--- config.mk ---
export PLATFORM = sky130hd
export DESIGN_NAME = ec3_microprocessor_flat
export DESIGN_NICKNAME = d
export VERILOG_FILES = /design/src/rtl/ec3_pkg.sv /design/src/rtl/ec3_if.sv /design/src/rtl/ec3_memory.sv /design/src/rtl/ec3_microprocessor.sv /design/src/flat_wrapper.sv
export SDC_FILE = /design/constraint.sdc
export NUM_CORES = 2
export LEC_CHECK = 0
export ABC_AREA = 1
export BUFFER_PORTS_ARGS = -buffer_cell sky130_fd_sc_hd__clkbuf_2
export CORE_MARGIN = 3
export CORE_UTILIZATION = 31
export CTS_CLUSTER_DIAMETER = 120
export CTS_CLUSTER_SIZE = 10
export DETAILED_ROUTE_END_ITERATION = 16
export PLACE_DENSITY = 0.52
export REMOVE_ABC_BUFFERS = 1
export SLEW_MARGIN = 20
export SYNTH_ARGS = -nofsm -noshare
export SYNTH_HDL_FRONTEND = slang
export SYNTH_SLANG_ARGS = --single-unit
--- constraint.sdc ---
create_clock -name clk -period 11.3 [get_ports clk]
set_input_delay 2.26 -clock clk [delete_from_list [all_inputs] [get_ports clk]]
set_output_delay 2.26 -clock clk [all_outputs]
set_load 0.03 [all_outputs]
--- src/rtl/ec3_pkg.sv ---
// rtl/ec3_pkg.sv - ISA constants and FSM state encoding for the ec3 accumulator core
// Purpose : opcode width, the sixteen opcode values and the control state enum,
//           shared by the core, its memory and its bus interface.
// Ports   : none (package).
package ec3_pkg;

  localparam int OP_W = 4;

  localparam logic [OP_W-1:0] OP_LDA  = 4'd0;
  localparam logic [OP_W-1:0] OP_STA  = 4'd1;
  localparam logic [OP_W-1:0] OP_ADD  = 4'd2;
  localparam logic [OP_W-1:0] OP_SUB  = 4'd3;
  localparam logic [OP_W-1:0] OP_IN   = 4'd4;
  localparam logic [OP_W-1:0] OP_JZ   = 4'd5;
  localparam logic [OP_W-1:0] OP_JPOS = 4'd6;
  localparam logic [OP_W-1:0] OP_HALT = 4'd7;
  localparam logic [OP_W-1:0] OP_AND  = 4'd8;
  localparam logic [OP_W-1:0] OP_OR   = 4'd9;
  localparam logic [OP_W-1:0] OP_JMP  = 4'd10;
  localparam logic [OP_W-1:0] OP_OUT  = 4'd11;
  localparam logic [OP_W-1:0] OP_JC   = 4'd12;
  localparam logic [OP_W-1:0] OP_SHL  = 4'd13;
  localparam logic [OP_W-1:0] OP_SHR  = 4'd14;
  localparam logic [OP_W-1:0] OP_NOP  = 4'd15;

  typedef enum logic [2:0] {
    S_FETCH,
    S_DECODE,
    S_EXEC,
    S_WAIT_IN,
    S_HALT
  } state_t;

endpackage

--- src/rtl/ec3_if.sv ---
// rtl/ec3_if.sv - external bus of the ec3 core: Enter/Input handshake, program load, output
// Purpose : bundles every non-clock, non-reset signal of the core.
// Signals : enter, in_data           - pushbutton and operand for IN
//           load_en/load_addr/load_data - program-load write port
//           out_data, out_valid      - OUT register and its one-cycle strobe
//           halt, wait_in            - status flags
// Modports: master (environment side), slave (core side).
interface ec3_if #(
  parameter int DATA_W = 12,
  parameter int ADDR_W = 8
);
  import ec3_pkg::*;

  logic              enter;
  logic [DATA_W-1:0] in_data;
  logic              load_en;
  logic [ADDR_W-1:0] load_addr;
  logic [DATA_W-1:0] load_data;
  logic [DATA_W-1:0] out_data;
  logic              out_valid;
  logic              halt;
  logic              wait_in;

  modport master (
    output enter, in_data, load_en, load_addr, load_data,
    input  out_data, out_valid, halt, wait_in
  );

  modport slave (
    input  enter, in_data, load_en, load_addr, load_data,
    output out_data, out_valid, halt, wait_in
  );

endinterface

--- src/rtl/ec3_memory.sv ---
// rtl/ec3_memory.sv - unified instruction/data store, asynchronous read, synchronous write
// Purpose : 2**ADDR_W x DATA_W array; contents are deliberately not reset.
// Ports   : clk           - write clock
//           we/waddr/wdata - single write port (muxed by the core)
//           raddr/rdata    - combinational read port
module ec3_memory #(
  parameter int DATA_W = 12,
  parameter int ADDR_W = 8
) (
  input  logic              clk,
  input  logic              we,
  input  logic [ADDR_W-1:0] waddr,
  input  logic [DATA_W-1:0] wdata,
  input  logic [ADDR_W-1:0] raddr,
  output logic [DATA_W-1:0] rdata
);
  localparam int DEPTH = 2 ** ADDR_W;

  logic [DATA_W-1:0] mem [DEPTH];

  always_ff @(posedge clk) begin
    if (we) begin
      mem[waddr] <= wdata;
    end
  end

  assign rdata = mem[raddr];

endmodule

--- src/rtl/ec3_microprocessor.sv ---
// rtl/ec3_microprocessor.sv - ec3 accumulator core: fetch/decode/exec FSM, datapath, Enter sync
// Purpose : 16-opcode accumulator machine with carry, OUT strobe and an
//           edge-detected, synchronised Enter handshake for IN.
// Ports   : clk - system clock, rising edge
//           rst - asynchronous active-high reset
//           bus - ec3_if.slave (enter, in_data, load_*, out_data, out_valid, halt, wait_in)
module ec3_microprocessor
  import ec3_pkg::*;
#(
  parameter int DATA_W = 12,
  parameter int ADDR_W = 8
) (
  input logic  clk,
  input logic  rst,
  ec3_if.slave bus
);

  state_t            state;
  logic [ADDR_W-1:0] pc;
  logic [DATA_W-1:0] ir;
  logic [DATA_W-1:0] a;
  logic              c;
  logic [DATA_W-1:0] out_r;
  logic              out_valid_r;
  logic              halt_r;
  logic              wait_in_r;

  // Enter synchroniser; all three flops reset high so a button held through
  // reset cannot look like a fresh press.
  logic enter_s1, enter_s2, enter_prev;
  logic enter_edge;

  logic [OP_W-1:0]   op;
  logic [ADDR_W-1:0] m;
  logic [ADDR_W-1:0] mem_raddr;
  logic [ADDR_W-1:0] mem_waddr;
  logic [DATA_W-1:0] mem_rdata;
  logic [DATA_W-1:0] mem_wdata;
  logic              mem_we;
  logic [DATA_W:0]   add_sum;
  logic [DATA_W:0]   sub_sum;
  logic              unused_ir;

  assign op         = ir[DATA_W-1 -: OP_W];
  assign m          = ir[ADDR_W-1:0];
  assign unused_ir  = ^ir;  // middle instruction bits carry no meaning
  assign enter_edge = enter_s2 & ~enter_prev;

  // One read port: PC during fetch, operand address otherwise.
  assign mem_raddr = (state == S_FETCH) ? pc : m;

  // Write port: core store at the EXEC edge, else the load port, which is only
  // honoured while the core is held in reset or parked in S_HALT.
  always_comb begin
    mem_we    = 1'b0;
    mem_waddr = m;
    mem_wdata = a;
    if (state == S_EXEC && op == OP_STA) begin
      mem_we = 1'b1;
    end else if (bus.load_en && (rst || state == S_HALT)) begin
      mem_we    = 1'b1;
      mem_waddr = bus.load_addr;
      mem_wdata = bus.load_data;
    end
  end

  ec3_memory #(
    .DATA_W (DATA_W),
    .ADDR_W (ADDR_W)
  ) u_mem (
    .clk   (clk),
    .we    (mem_we),
    .waddr (mem_waddr),
    .wdata (mem_wdata),
    .raddr (mem_raddr),
    .rdata (mem_rdata)
  );

  // Carry-out of the extra MSB; for SUB a set carry means no borrow.
  assign add_sum = {1'b0, a} + {1'b0, mem_rdata};
  assign sub_sum = {1'b0, a} + {1'b0, ~mem_rdata} + {{DATA_W{1'b0}}, 1'b1};

  always_ff @(posedge clk or posedge rst) begin
    if (rst) begin
      state       <= S_FETCH;
      pc          <= '0;
      ir          <= '0;
      a           <= '0;
      c           <= 1'b0;
      out_r       <= '0;
      out_valid_r <= 1'b0;
      halt_r      <= 1'b0;
      wait_in_r   <= 1'b0;
      enter_s1    <= 1'b1;
      enter_s2    <= 1'b1;
      enter_prev  <= 1'b1;
    end else begin
      enter_s1    <= bus.enter;
      enter_s2    <= enter_s1;
      enter_prev  <= enter_s2;
      out_valid_r <= 1'b0;
      case (state)
        S_FETCH: begin
          ir    <= mem_rdata;
          pc    <= pc + ADDR_W'(1);
          state <= S_DECODE;
        end
        S_DECODE: begin
          if (op == OP_IN) begin
            state     <= S_WAIT_IN;
            wait_in_r <= 1'b1;
          end else if (op == OP_HALT) begin
            state  <= S_HALT;
            halt_r <= 1'b1;
          end else begin
            state <= S_EXEC;
          end
        end
        S_EXEC: begin
          state <= S_FETCH;
          case (op)
            OP_LDA:  a <= mem_rdata;
            OP_ADD:  {c, a} <= add_sum;
            OP_SUB:  {c, a} <= sub_sum;
            OP_JZ:   if (a == '0) pc <= m;
            OP_JPOS: if (!a[DATA_W-1] && a != '0) pc <= m;
            OP_AND:  a <= a & mem_rdata;
            OP_OR:   a <= a | mem_rdata;
            OP_JMP:  pc <= m;
            OP_OUT: begin
              out_r       <= a;
              out_valid_r <= 1'b1;
            end
            OP_JC:   if (c) pc <= m;
            OP_SHL: begin
              c <= a[DATA_W-1];
              a <= {a[DATA_W-2:0], 1'b0};
            end
            OP_SHR: begin
              c <= a[0];
              a <= {1'b0, a[DATA_W-1:1]};
            end
            default: ;  // STA commits through the memory write port; NOP
          endcase
        end
        S_WAIT_IN: begin
          // Edges seen in any other state are simply dropped.
          if (enter_edge) begin
            a         <= bus.in_data;
            wait_in_r <= 1'b0;
            state     <= S_FETCH;
          end
        end
        S_HALT: ;
        default: state <= S_FETCH;
      endcase
    end
  end

  assign bus.out_data  = out_r;
  assign bus.out_valid = out_valid_r;
  assign bus.halt      = halt_r;
  assign bus.wait_in   = wait_in_r;

endmodule

--- src/flat_wrapper.sv ---
// flat-port wrapper written by rule: the top's interface ports become plain ports
module ec3_microprocessor_flat import ec3_pkg::*;
#(
  parameter int DATA_W = 12,
  parameter int ADDR_W = 8
)
  (clk, rst, bus_enter, bus_in_data, bus_load_en, bus_load_addr, bus_load_data, bus_out_data, bus_out_valid, bus_halt, bus_wait_in);
  ec3_if #(.DATA_W(DATA_W), .ADDR_W(ADDR_W)) bus_i ();
  input logic clk;
  input logic rst;
  input wire logic [$bits(bus_i.enter)-1:0] bus_enter;
  input wire logic [$bits(bus_i.in_data)-1:0] bus_in_data;
  input wire logic [$bits(bus_i.load_en)-1:0] bus_load_en;
  input wire logic [$bits(bus_i.load_addr)-1:0] bus_load_addr;
  input wire logic [$bits(bus_i.load_data)-1:0] bus_load_data;
  output wire logic [$bits(bus_i.out_data)-1:0] bus_out_data;
  output wire logic [$bits(bus_i.out_valid)-1:0] bus_out_valid;
  output wire logic [$bits(bus_i.halt)-1:0] bus_halt;
  output wire logic [$bits(bus_i.wait_in)-1:0] bus_wait_in;
  assign bus_i.enter = bus_enter;
  assign bus_i.in_data = bus_in_data;
  assign bus_i.load_en = bus_load_en;
  assign bus_i.load_addr = bus_load_addr;
  assign bus_i.load_data = bus_load_data;
  assign bus_out_data = bus_i.out_data;
  assign bus_out_valid = bus_i.out_valid;
  assign bus_halt = bus_i.halt;
  assign bus_wait_in = bus_i.wait_in;
  ec3_microprocessor #(.DATA_W(DATA_W), .ADDR_W(ADDR_W)) u_core (.clk(clk), .rst(rst), .bus(bus_i));
endmodule
==> metrics.yaml <==
die:
  coreArea_um2: 411000
  dieArea_um2: 422000
  io_pins: 51
  start_util_pct: 31.2
  die_w_um: 650
  dieHeight_um: 650
  num_rows: 235
logic_synthesis:
  muxShareOfSynthArea_pct: 0
  synth_adder_area_share_pct: 0.421
  synth_top_family_by_area: "simple AND/OR/NAND/NOR gates"
  async_flop_share_pct: 1.73
  synth_edf_count: 3072
  synth_compound_area_share_pct: 0.781
  yosys-top-cells-area: "edfxtp_1, nand3_1, nand2_1, buf_2, nor2_1"
  synth-xor-area-share_pct: 0.00682
  ys_ff_latch: 3126
  synth.avg_cell_area_um2: 11.8
  yosysTopAreaCellShare_pct: 71.8
  synth-simple-area-share_pct: 22.8
  ys_types: 44
  synth_warnings: 0
  synth_top_area_cell: "edfxtp_1"
  ys.flop_type: "edfxtp_1"
  synth_cells: 10900
  ys_seq_area_share_pct: 72.9
  synth_area_um2: 128000
routing:
  wl_mm: 402
  first_iter_violations: 9540
  drc: 0
  vias_per_cell: 5.16
  wl_per_cell_um: 24.6
  ant_nets: 0
  dr.pass1.iters: 6
  dr_total_vias: 84400
setup_path:
  rrSetupSlack_ns: 4.28
  critPathLaunchType: "register"
  cp.required_ns: 12.11
  arrival_ns: 7.82
  path_max_fanout: 125
  end_kind: "register"
  path_class: "register to register"
sta:
  setup_violations: 0
  tightest_slew_ns: 1.37
  fin_hold_ws_ns: 0.370
  setup_ws_ns: 4.28
  timing.max_slew.rel_slack_pct: 8.54
  hold_viol_final: 0
  rsz0062_at_grt: "false"
  finalCritPeriodShare_pct: 62.1
  period_needed_ns: 7.02
  slew_violations: 0
  fmax_ghz: 0.142
  clock_skew_ns: 0.0443
global_route:
  grtUsageTotal_pct: 18.4
  grt_pass1_wl_mm: 577
  overflow: 0
  grt_antenna_before_repair: 15
  grt_max_degree: 160
  grt_pass1_vias: 80100
clock_tree:
  postCtsHoldBufs: 0
  cts-root-buf: "clkbuf_16"
  ctsResizeCount: 0
  cts_buffer_depth: 4
  htree_levels: 5
  cts_buffers: 351
  clk_pin_slew_ns: 0.06
  post_cts_buffers: 0
  cts_sinks: 3126
  tritoncts: "yes"
  clk_latency_ns: 0.92
placed_design:
  io_buffer_count: 50
  place_area_um2: 134000
  pre_cts_ws_ns: 3.95
  dpl.hpwl_mm: 225
  gp_congestion: 0.915
finish:
  post-route-cell-area_um2: 144000
  nets: 10900
  syn2layout_area_growth_pct: 12.2
  final_util_pct: 35.1
  drive_above_1_share_pct: 6.88
hold_path:
  hold_class: "register to register"
run:
  drv_cap: 0
status:
  status: "complete, no violations"
[placed cells by master, fill, tap and decap left out, drive strengths merged, types with 2 or more instances in the layout]
master,instances
buf,203
diode,10
dfrtp,51
a31o,2
nor2,355
a31oi,3
clkinv,12
or2,3
edfxtp,3072
a22oi,3
o22ai,18
fa,2
dfstp,3
nand2,3185
o211ai,7
nor3,8
nor4,11
o21bai,5
o311ai,2
ha,40
a21oi,48
inv,119
o21ai,80
nand4,7
a2111oi,4
clkbuf,475
nand3,3160
[layout make-up]
cell class	instances	area, um2
diodes	10	25.0
clock buffers	425	9250
clock inverters	17	249
fillers	40200	267000
inverters	114	447
multi-input cells	6951	31300
flip-flops and latches	3126	93600
well taps	5451	6820
repair buffers	253	2350
[worst paths after layout]
check	endpoint	depth (start not counted)	startpoint
worst min register to register	u_core.enter_prev	0	u_core.enter_s2
max in group asynchronous	u_core.a[8]	3	rst
min in group asynchronous	u_core.bus.out_data[0]	2	rst
worst max-delay path	u_core.a[5]	23	u_core.state[0]
worst max register to register	u_core.a[5]	23	u_core.state[0]
worst min-delay path	u_core.enter_prev	0	u_core.enter_s2
[kinds of logic after synthesis]
group,count (synthesis)
XOR/XNOR,1
adder cells (fa/ha/maj),42
flip-flops,3126
AO/OA/AOI/OAI,176
buffers and inverters,847
AND/OR/NAND/NOR,6732
[flip-flops by register name, indices dropped and copies added, names as in the netlist]
| signal | cells |
|---|---|
| u_core.bus.out_data | 12 |
| u_core.ir | 12 |
| u_core.bus.wait_in | 1 |
| u_core.enter_s2 | 1 |
| u_core.c | 1 |
| u_core.state | 3 |
| u_core.a | 12 |
| u_core.enter_s1 | 1 |
| u_core.pc | 8 |
| u_core.enter_prev | 1 |
| u_core.bus.halt | 1 |
| u_core.u_mem.mem | 3072 |
| u_core.bus.out_valid | 1 |
[synthesized netlist by cell type (3+ instances only)]
| cell | count |
|---|---|
| a2111oi_0 | 4 |
| nand4_1 | 7 |
| buf_2 | 491 |
| o22ai_1 | 18 |
| a22oi_1 | 3 |
| o21bai_1 | 5 |
| buf_6 | 3 |
| ha_1 | 40 |
| inv_2 | 4 |
| edfxtp_1 | 3072 |
| clkbuf_1 | 174 |
| inv_1 | 109 |
| o211ai_1 | 7 |
| a21oi_1 | 47 |
| nand2_1 | 3182 |
| nor2_1 | 353 |
| nor3_1 | 8 |
| o21ai_1 | 9 |
| dfstp_2 | 3 |
| nor4_1 | 11 |
| buf_1 | 38 |
| nand3_1 | 3160 |
| or2_2 | 3 |
| a31oi_1 | 3 |
| o21ai_0 | 69 |
| dfrtp_1 | 51 |
| buf_4 | 27 |
[critical path, stage by stage, from the launching register on]
cell	delay (ns)
dfrtp_1	0.44
nor2_4	0.21
nand2_4	0.25
o21ai_4	0.31
buf_12	0.39
buf_4	0.94
nand3_1	0.28
nand3_1	0.19
nand3_1	0.13
nand3_1	0.33
nand3_1	0.13
nand3_1	0.30
nand2_1	0.19
ha_1	0.45
inv_1	0.12
a21oi_1	0.17
and2_1	0.17
nor2_1	0.06
o21ai_0	0.28
nand3_1	0.12
a2111oi_0	0.50
nand3_1	0.14
nand2_1	0.10
nand2_1	0.05
[metal layers]
layer  up-vias  track usage, %  share of wire (%)
met5         -               0              0.010
met4         6            7.94                4.4
met3       614            2.29                6.7
met2      3227            29.1                 46
met1     42000            25.4                 43
li1      38500               -                  -
[through the flow]
step                      cells  TNS [ns]
after global placement    15900         0
after floorplan           10200  -5091.68
after CTS                 16300         0
after detailed placement  15900         0
final                     16300         0
after global routing      16300         0
Power is not shown: default switching activity piles up to over one toggle a cycle in this logic, so the estimate is an artifact.
